**src/rtl/serial_hadd_adder.sv**
```systemverilog
// Bit-serial N-bit adder: one bit slice per cycle through two half-adder cells plus an OR, with a registered carry.
// Accept-to-valid latency is NBITS cycles; the result holds under out_rdy backpressure and no new pair is taken until it transfers.
module serial_hadd_adder #(
  parameter int NBITS = 8
) (
  input  logic             clk,
  input  logic             reset,
  input  logic             in_val,
  output logic             in_rdy,
  input  logic [NBITS-1:0] in_a,
  input  logic [NBITS-1:0] in_b,
  output logic             out_val,
  input  logic             out_rdy,
  output logic [NBITS-1:0] out_sum,
  output logic             out_cout
);

  typedef enum logic [1:0] {IDLE, CALC, DONE} state_t;

  localparam int             CW   = (NBITS > 1) ? $clog2(NBITS) : 1;
  localparam logic [CW-1:0]  LAST = CW'(NBITS - 1);

  state_t           state_q;
  logic [NBITS-1:0] a_q, b_q, sum_q;
  logic [NBITS-1:0] sum_d;
  logic             carry_q, carry_d, cout_q;
  logic [CW-1:0]    cnt_q;

  logic s1, c1, sum_bit, c2;

  // Two half adders and an OR make up one full-adder slice.
  assign s1      = a_q[0] ^ b_q[0];
  assign c1      = a_q[0] & b_q[0];
  assign sum_bit = s1 ^ carry_q;
  assign c2      = s1 & carry_q;
  assign carry_d = c1 | c2;

  // New bit enters at the MSB so bit 0 reaches out_sum[0] after NBITS shifts.
  always_comb begin
    sum_d            = sum_q >> 1;
    sum_d[NBITS-1]   = sum_bit;
  end

  always_ff @(posedge clk or negedge reset) begin
    if (!reset) begin
      state_q <= IDLE;
      a_q     <= '0;
      b_q     <= '0;
      sum_q   <= '0;
      carry_q <= 1'b0;
      cout_q  <= 1'b0;
      cnt_q   <= '0;
    end else begin
      case (state_q)
        IDLE: begin
          if (in_val) begin
            a_q     <= in_a;
            b_q     <= in_b;
            carry_q <= 1'b0;
            cnt_q   <= '0;
            state_q <= CALC;
          end
        end
        CALC: begin
          a_q     <= a_q >> 1;
          b_q     <= b_q >> 1;
          carry_q <= carry_d;
          sum_q   <= sum_d;
          cnt_q   <= cnt_q + 1'b1;
          if (cnt_q == LAST) begin
            cout_q  <= carry_d;
            state_q <= DONE;
          end
        end
        DONE: begin
          if (out_rdy) state_q <= IDLE;
        end
        default: state_q <= IDLE;
      endcase
    end
  end

  assign in_rdy   = (state_q == IDLE) && reset;
  assign out_val  = (state_q == DONE);
  assign out_sum  = sum_q;
  assign out_cout = cout_q;

endmodule

```
**config.mk**
```make
export PLATFORM = sky130hd
export DESIGN_NAME = serial_hadd_adder
export DESIGN_NICKNAME = d
export VERILOG_FILES = /design/src/rtl/serial_hadd_adder.sv
export SDC_FILE = /design/constraint.sdc
export NUM_CORES = 1
export LEC_CHECK = 0
export ABC_AREA = 1
export CORE_UTILIZATION = 52
export CTS_BUF_LIST = sky130_fd_sc_hd__clkbuf_2
export DETAILED_ROUTE_END_ITERATION = 10
export MAX_ROUTING_LAYER = met4
export PLACE_DENSITY = 0.81
export SKIP_CTS_REPAIR_TIMING = 1
export SLEW_MARGIN = 20
export SYNTH_ARGS = -nofsm -noshare
export SYNTH_HDL_FRONTEND = slang
export SYNTH_SLANG_ARGS = --single-unit
```
**constraint.sdc**
```tcl
create_clock -name clk -period 1.7 [get_ports clk]
set_clock_uncertainty 0.2 [all_clocks]
set_input_delay 0.17 -clock clk [delete_from_list [all_inputs] [get_ports clk]]
set_output_delay 0.17 -clock clk [all_outputs]
set_load 0.01 [all_outputs]
```
After elaboration in Yosys (flattened, before gate mapping)
Cells that the tools add are included.
{ "op_classes": {"add_sub_neg": 1, "n_eq_ne": 6, "bitwise": 5, "n_reduce_logical": 6, "mux": 12} }
{ "ops": {"columns": ["operator", "n"], "rows": [
  ["$pmux 8 s2", 2],
  ["$mux 8", 2],
  ["$mux 2", 3],
  ["$pmux 2 s3", 1],
  ["$pmux 3 s2", 1],
  ["$ne 2x2->1 const B", 2],
  ["$reduce_and 2->1", 2],
  ["$add 3x1->3 const B", 1],
  ["$eq 3x3->1 const B", 1],
  ["$mux 3", 1],
  ["$reduce_and 3->1", 1],
  ["$and 1x1->1", 2],
  ["$eq 2x1->1 const B", 1],
  ["$eq 2x2->1 const B", 1],
  ["$logic_not 2->1", 1],
  ["$ne 2x1->1 const B", 1],
  ["$pmux 1 s2", 1],
  ["$reduce_bool 2->1", 1],
  ["$xor 1x1->1", 2],
  ["$logic_and 1x1->1", 1],
  ["$mux 1", 1],
  ["$or 1x1->1", 1]
]} }
{ "totals": {"reg_bits": 31, "elab_cells": 37, "input_bits": 20, "out_inout_bits": 11} }

Longest topological paths before layout
{ "depth": {"word_depth": 4, "depth_mapped": 6, "ltp_nobuf": 5} }

Worst setup path after synthesis
Ideal clock, no wire load.
{ "synth_path": {"kind": "reg2out", "start": "register state_q[0]", "end": "output port in_rdy", "slack_ps": 304, "path_buffers": 2, "required_ps": 1330, "arrival_ps": 1026, "stages_incl_launch_ff": 4, "path_cell_list": "dfrtp_1 buf_4 buf_2 nor3b_1"} }
{ "synth_between": {"elab_chain_len": 2} }
{ "synth_rtl": {"columns": ["element", "line_no", "source"], "rows": [
  ["start, declared", "23", "state_t state_q;"],
  ["start signal, assigned", "46", "state_q <= IDLE;"],
  ["start signal, assigned", "61", "state_q <= CALC;"],
  ["start signal, assigned", "72", "state_q <= DONE;"],
  ["$logic_not 2->1", "83", "assign in_rdy = (state_q == IDLE) && reset;"],
  ["$logic_and 1x1->1", "83", null],
  ["end, declared", "9", "output logic in_rdy,"]
]} }
No other way between the ends.

Worst setup path in the final report
{ "layout_path": {"start": "register cout_q, in the netlist out_cout", "end": "output port out_cout"} }
{ "layout_rtl": {"columns": ["element", "line_no", "source"], "rows": [
  ["start, declared", "26", "logic carry_q, carry_d, cout_q;"],
  ["start signal, assigned", "71", "cout_q <= carry_d;"],
  ["end, declared", "15", "output logic out_cout"]
]} }
No word-level cell between the ends.

==> results by group <==
Placement
  • DP HPWL: 1950 um
  • I/O Buffers: 30
  • Placed Cells: 252
  • Final GP Congestion: 0.788

Die
  • Starting Density: 0.546
  • Full die area: 0.00311 mm2
  • IO Pins: 31
  • Core area: 0.00276 mm2
  • Site row count: 19
  • Die height: 55.8 um
  • Die X: 55.8 um

Cells and area
  • Filler instances: 240
  • Ratio of cells with drive above 1 in the final layout: 0.0944
  • P&R area growth vs syn: 26.8%
  • Nets: 255
  • Diodes inserted: 0
  • Most frequent cells in the layout: nand2_1, inv_1, dfrtp_1
  • Register area: 776 um2
  • Final Instance Count excl. Fillers: 264
  • Multi-input gate area: 536 um2
  • Commonest non-fill, non-tap cell in the layout: nand2_1

Detailed routing
  • DR top layer: met4
  • Via Count: 1267
  • DRC Markers: 0
  • Met2 routed WL: 1370 um
  • Routed WL: 2880 um
  • First DRT Iteration DRCs: 39
  • M1 WL: 1370 um
  • Routed Antenna Nets: 0
  • DR pass1 iterations: 4
  • Vias per cell: 4.80
  • Met3 wire length: 81 um
  • DR WL/cell: 10.9 um

Global route
  • Largest net degree at the start of global routing: 32
  • First-pass GRT wire length: 4890 um
  • Initial antenna violation count: 0
  • Congestion Overflow GR: 0
  • Vias in the first global route: 1188
  • Gr usage total: 0.215

Clock network
  • Clock buffer depth: 2
  • Clk root buf: clkbuf_2
  • TritonCTS clock tree: built
  • Reg clk slew, reported paths: 0.14 ns
  • Cts bufs inserted: 5
  • CTS HTree Levels: 2
  • CTS sink cnt: 31
  • Worst skew pair latency: 0.36 ns

STA
  • Pins Over Slew Limit: 0
  • Setup TNS: 0 ns
  • Fin crit share: 0.971
  • Final Hold Viols: 0
  • WHS: 0.0678 ns
  • Fmax: 606 MHz
  • Slew @ Worst Pin: 0.379 ns
  • Min cycle time layout: 1.65 ns
  • Final setup vio count: 0
  • Max_slew headroom: 0.747

Pwr
  • Seq pwr share: 0.405
  • Final total power: 3110 uW
  • Internal: 1860 uW
  • Worst VDD drop: 1.16 mV
  • Gate power share: 0.488
  • P_sw: 1250 uW
  • Clock power share: 0.107
  • Lkg Pwr: 0.00109 uW
  • Pwr dens: 1630 mW/mm2
  • Sw frac: 0.401

Worst setup path
  • Data arrival, critical path: 1.28 ns
  • Crit Path Category: reg2out
  • Critical path's top delay family: buffers and inverters
  • Reg2reg start: state_q[0]
  • Critical Path, Cell by Cell: clkdlybuf4s50_1
  • Critical Path Start: out_cout
  • Critical Path Stages: 1
  • Slowest stage cell, crit path: clkdlybuf4s50_1
  • Req. time, crit path: 1.33 ns
  • CP endpoint kind: primary output
  • CP Max Fanout: 2
  • Worst setup endpoint: out_cout
  • WP buf/inv: 1
  • Reg2reg setup slack: 0.12 ns
  • Slowest stage delay, CP: 0.56 ns
  • Cells on worst reg2reg path: 5
  • Reg2reg end: b_q[0]
  • CP Launch Type: flip-flop

Synthesis
  • Syn nets: 216
  • Post-Synthesis Cells: 193
  • Syn avg cell area: 7.80 um2
  • Synth area leader: dfrtp_1
  • Yosys cell types: 19
  • Top cell type's share of synthesized area: 0.515
  • Mapped Area: 0.00151 mm2
  • Syn. warnings: 0
  • Sequential share of the synthesized area: 0.515
  • Number of synthesized register bits: 31
  • Synth area leaders: dfrtp_1, nand2_1, inv_1

Run
  • Total of max-cap violations: 0

Min path
  • Hold Crit Class: in2async

Run status
  • Outcome: finished clean
-- kinds of logic (layout without fill, tap and decap cells) --
logic type / after synthesis / count (layout) / synth area share
adders and majority gates: 3 / 3 / 0.0299
DFF: 31 / 31 / 0.515
and+or+nand+nor: 100 / 100 / 0.273
buffers and inverters: 44 / 84 / 0.129
AOI/OAI and AO/OA: 15 / 15 / 0.0532
-- worst register-to-register path: cells and delay by family (launching register included) --
kind | cells | cell delay (ns)
buffers and inverters | 1 | 0.24
AND/OR/NAND/NOR | 4 | 0.70
flip-flops | 1 | 0.39
-- final cells by class --
type / count / share of cell area
flip-flops and latches: 31 / 0.407
multi-input cells: 118 / 0.281
repair buffers: 40 / 0.202
inverters: 36 / 0.0708
well taps: 31 / 0.0203
clock buffers: 6 / 0.0157
clock inverters: 2 / 0.00393
-- per-layer routing --
| metal | up-vias | track usage |
|---|---|---|
| li1 | 652 | - |
| met1 | 588 | 0.261 |
| met2 | 20 | 0.332 |
| met3 | 7 | 0.0512 |
| met4 | 0 | 0.118 |
| met5 | - | - |
-- cells in the mapped netlist --
library cell   n
buf_4          5
buf_2          2
inv_2          2
nand2_2        2
nand2_1       79
o22ai_1        1
inv_1         34
a21oi_2        1
o21ai_1        1
ha_1           2
nand3_1       15
o21ai_0       11
buf_6          1
nor2_4         1
a21oi_1        1
nor2_1         2
nor3b_1        1
dfrtp_1       31
fa_1           1
-- how the worst min path moves through the flow --
| stage | end | slack, ns | cells past startpoint |
|---|---|---|---|
| floorplan | a_q[0] | -0.33 | 0 |
| global placement | cnt_q[1] | 0.26 | 2 |
| detailed placement | b_q[6] | 0.27 | 2 |
| CTS | a_q[6] | 0.07 | 2 |
| global route | a_q[5] | 0.08 | 2 |
| finish | a_q[6] | 0.07 | 2 |
-- sequential cells by signal, indices dropped and copies added, names as in the netlist --
name      flops
a_q           8
b_q           8
out_sum       8
cnt_q         3
state_q       2
carry_q       1
out_cout      1
-- metrics by stage --
stage | worst slack, ns | instance area, um2 | utilization
2_1_floorplan | 0.304 | 1510 | -
3_5_place_dp | -0.169 | 1830 | 0.664
3_3_place_gp | -0.182 | 1830 | 0.664
6_report | 0.0487 | 1910 | 0.692
4_1_cts | -0.299 | 1870 | 0.677
5_1_grt | -0.00700 | 1910 | 0.692
-- power groups by stage --
| stage | sequential, uW | clock (uW) | combinational (uW) |
|---|---|---|---|
| 3_3_place_gp | 1270 | 0 | 1430 |
| 4_1_cts | 1270 | 347 | 1480 |
| 5_1_grt | 1300 | 382 | 1750 |
| 3_5_place_dp | 1280 | 0 | 1470 |
| 2_1_floorplan | 1300 | 0 | 967 |
| 6_report | 1260 | 331 | 1520 |
No activity file was read; power rests on OpenSTA's default activity.
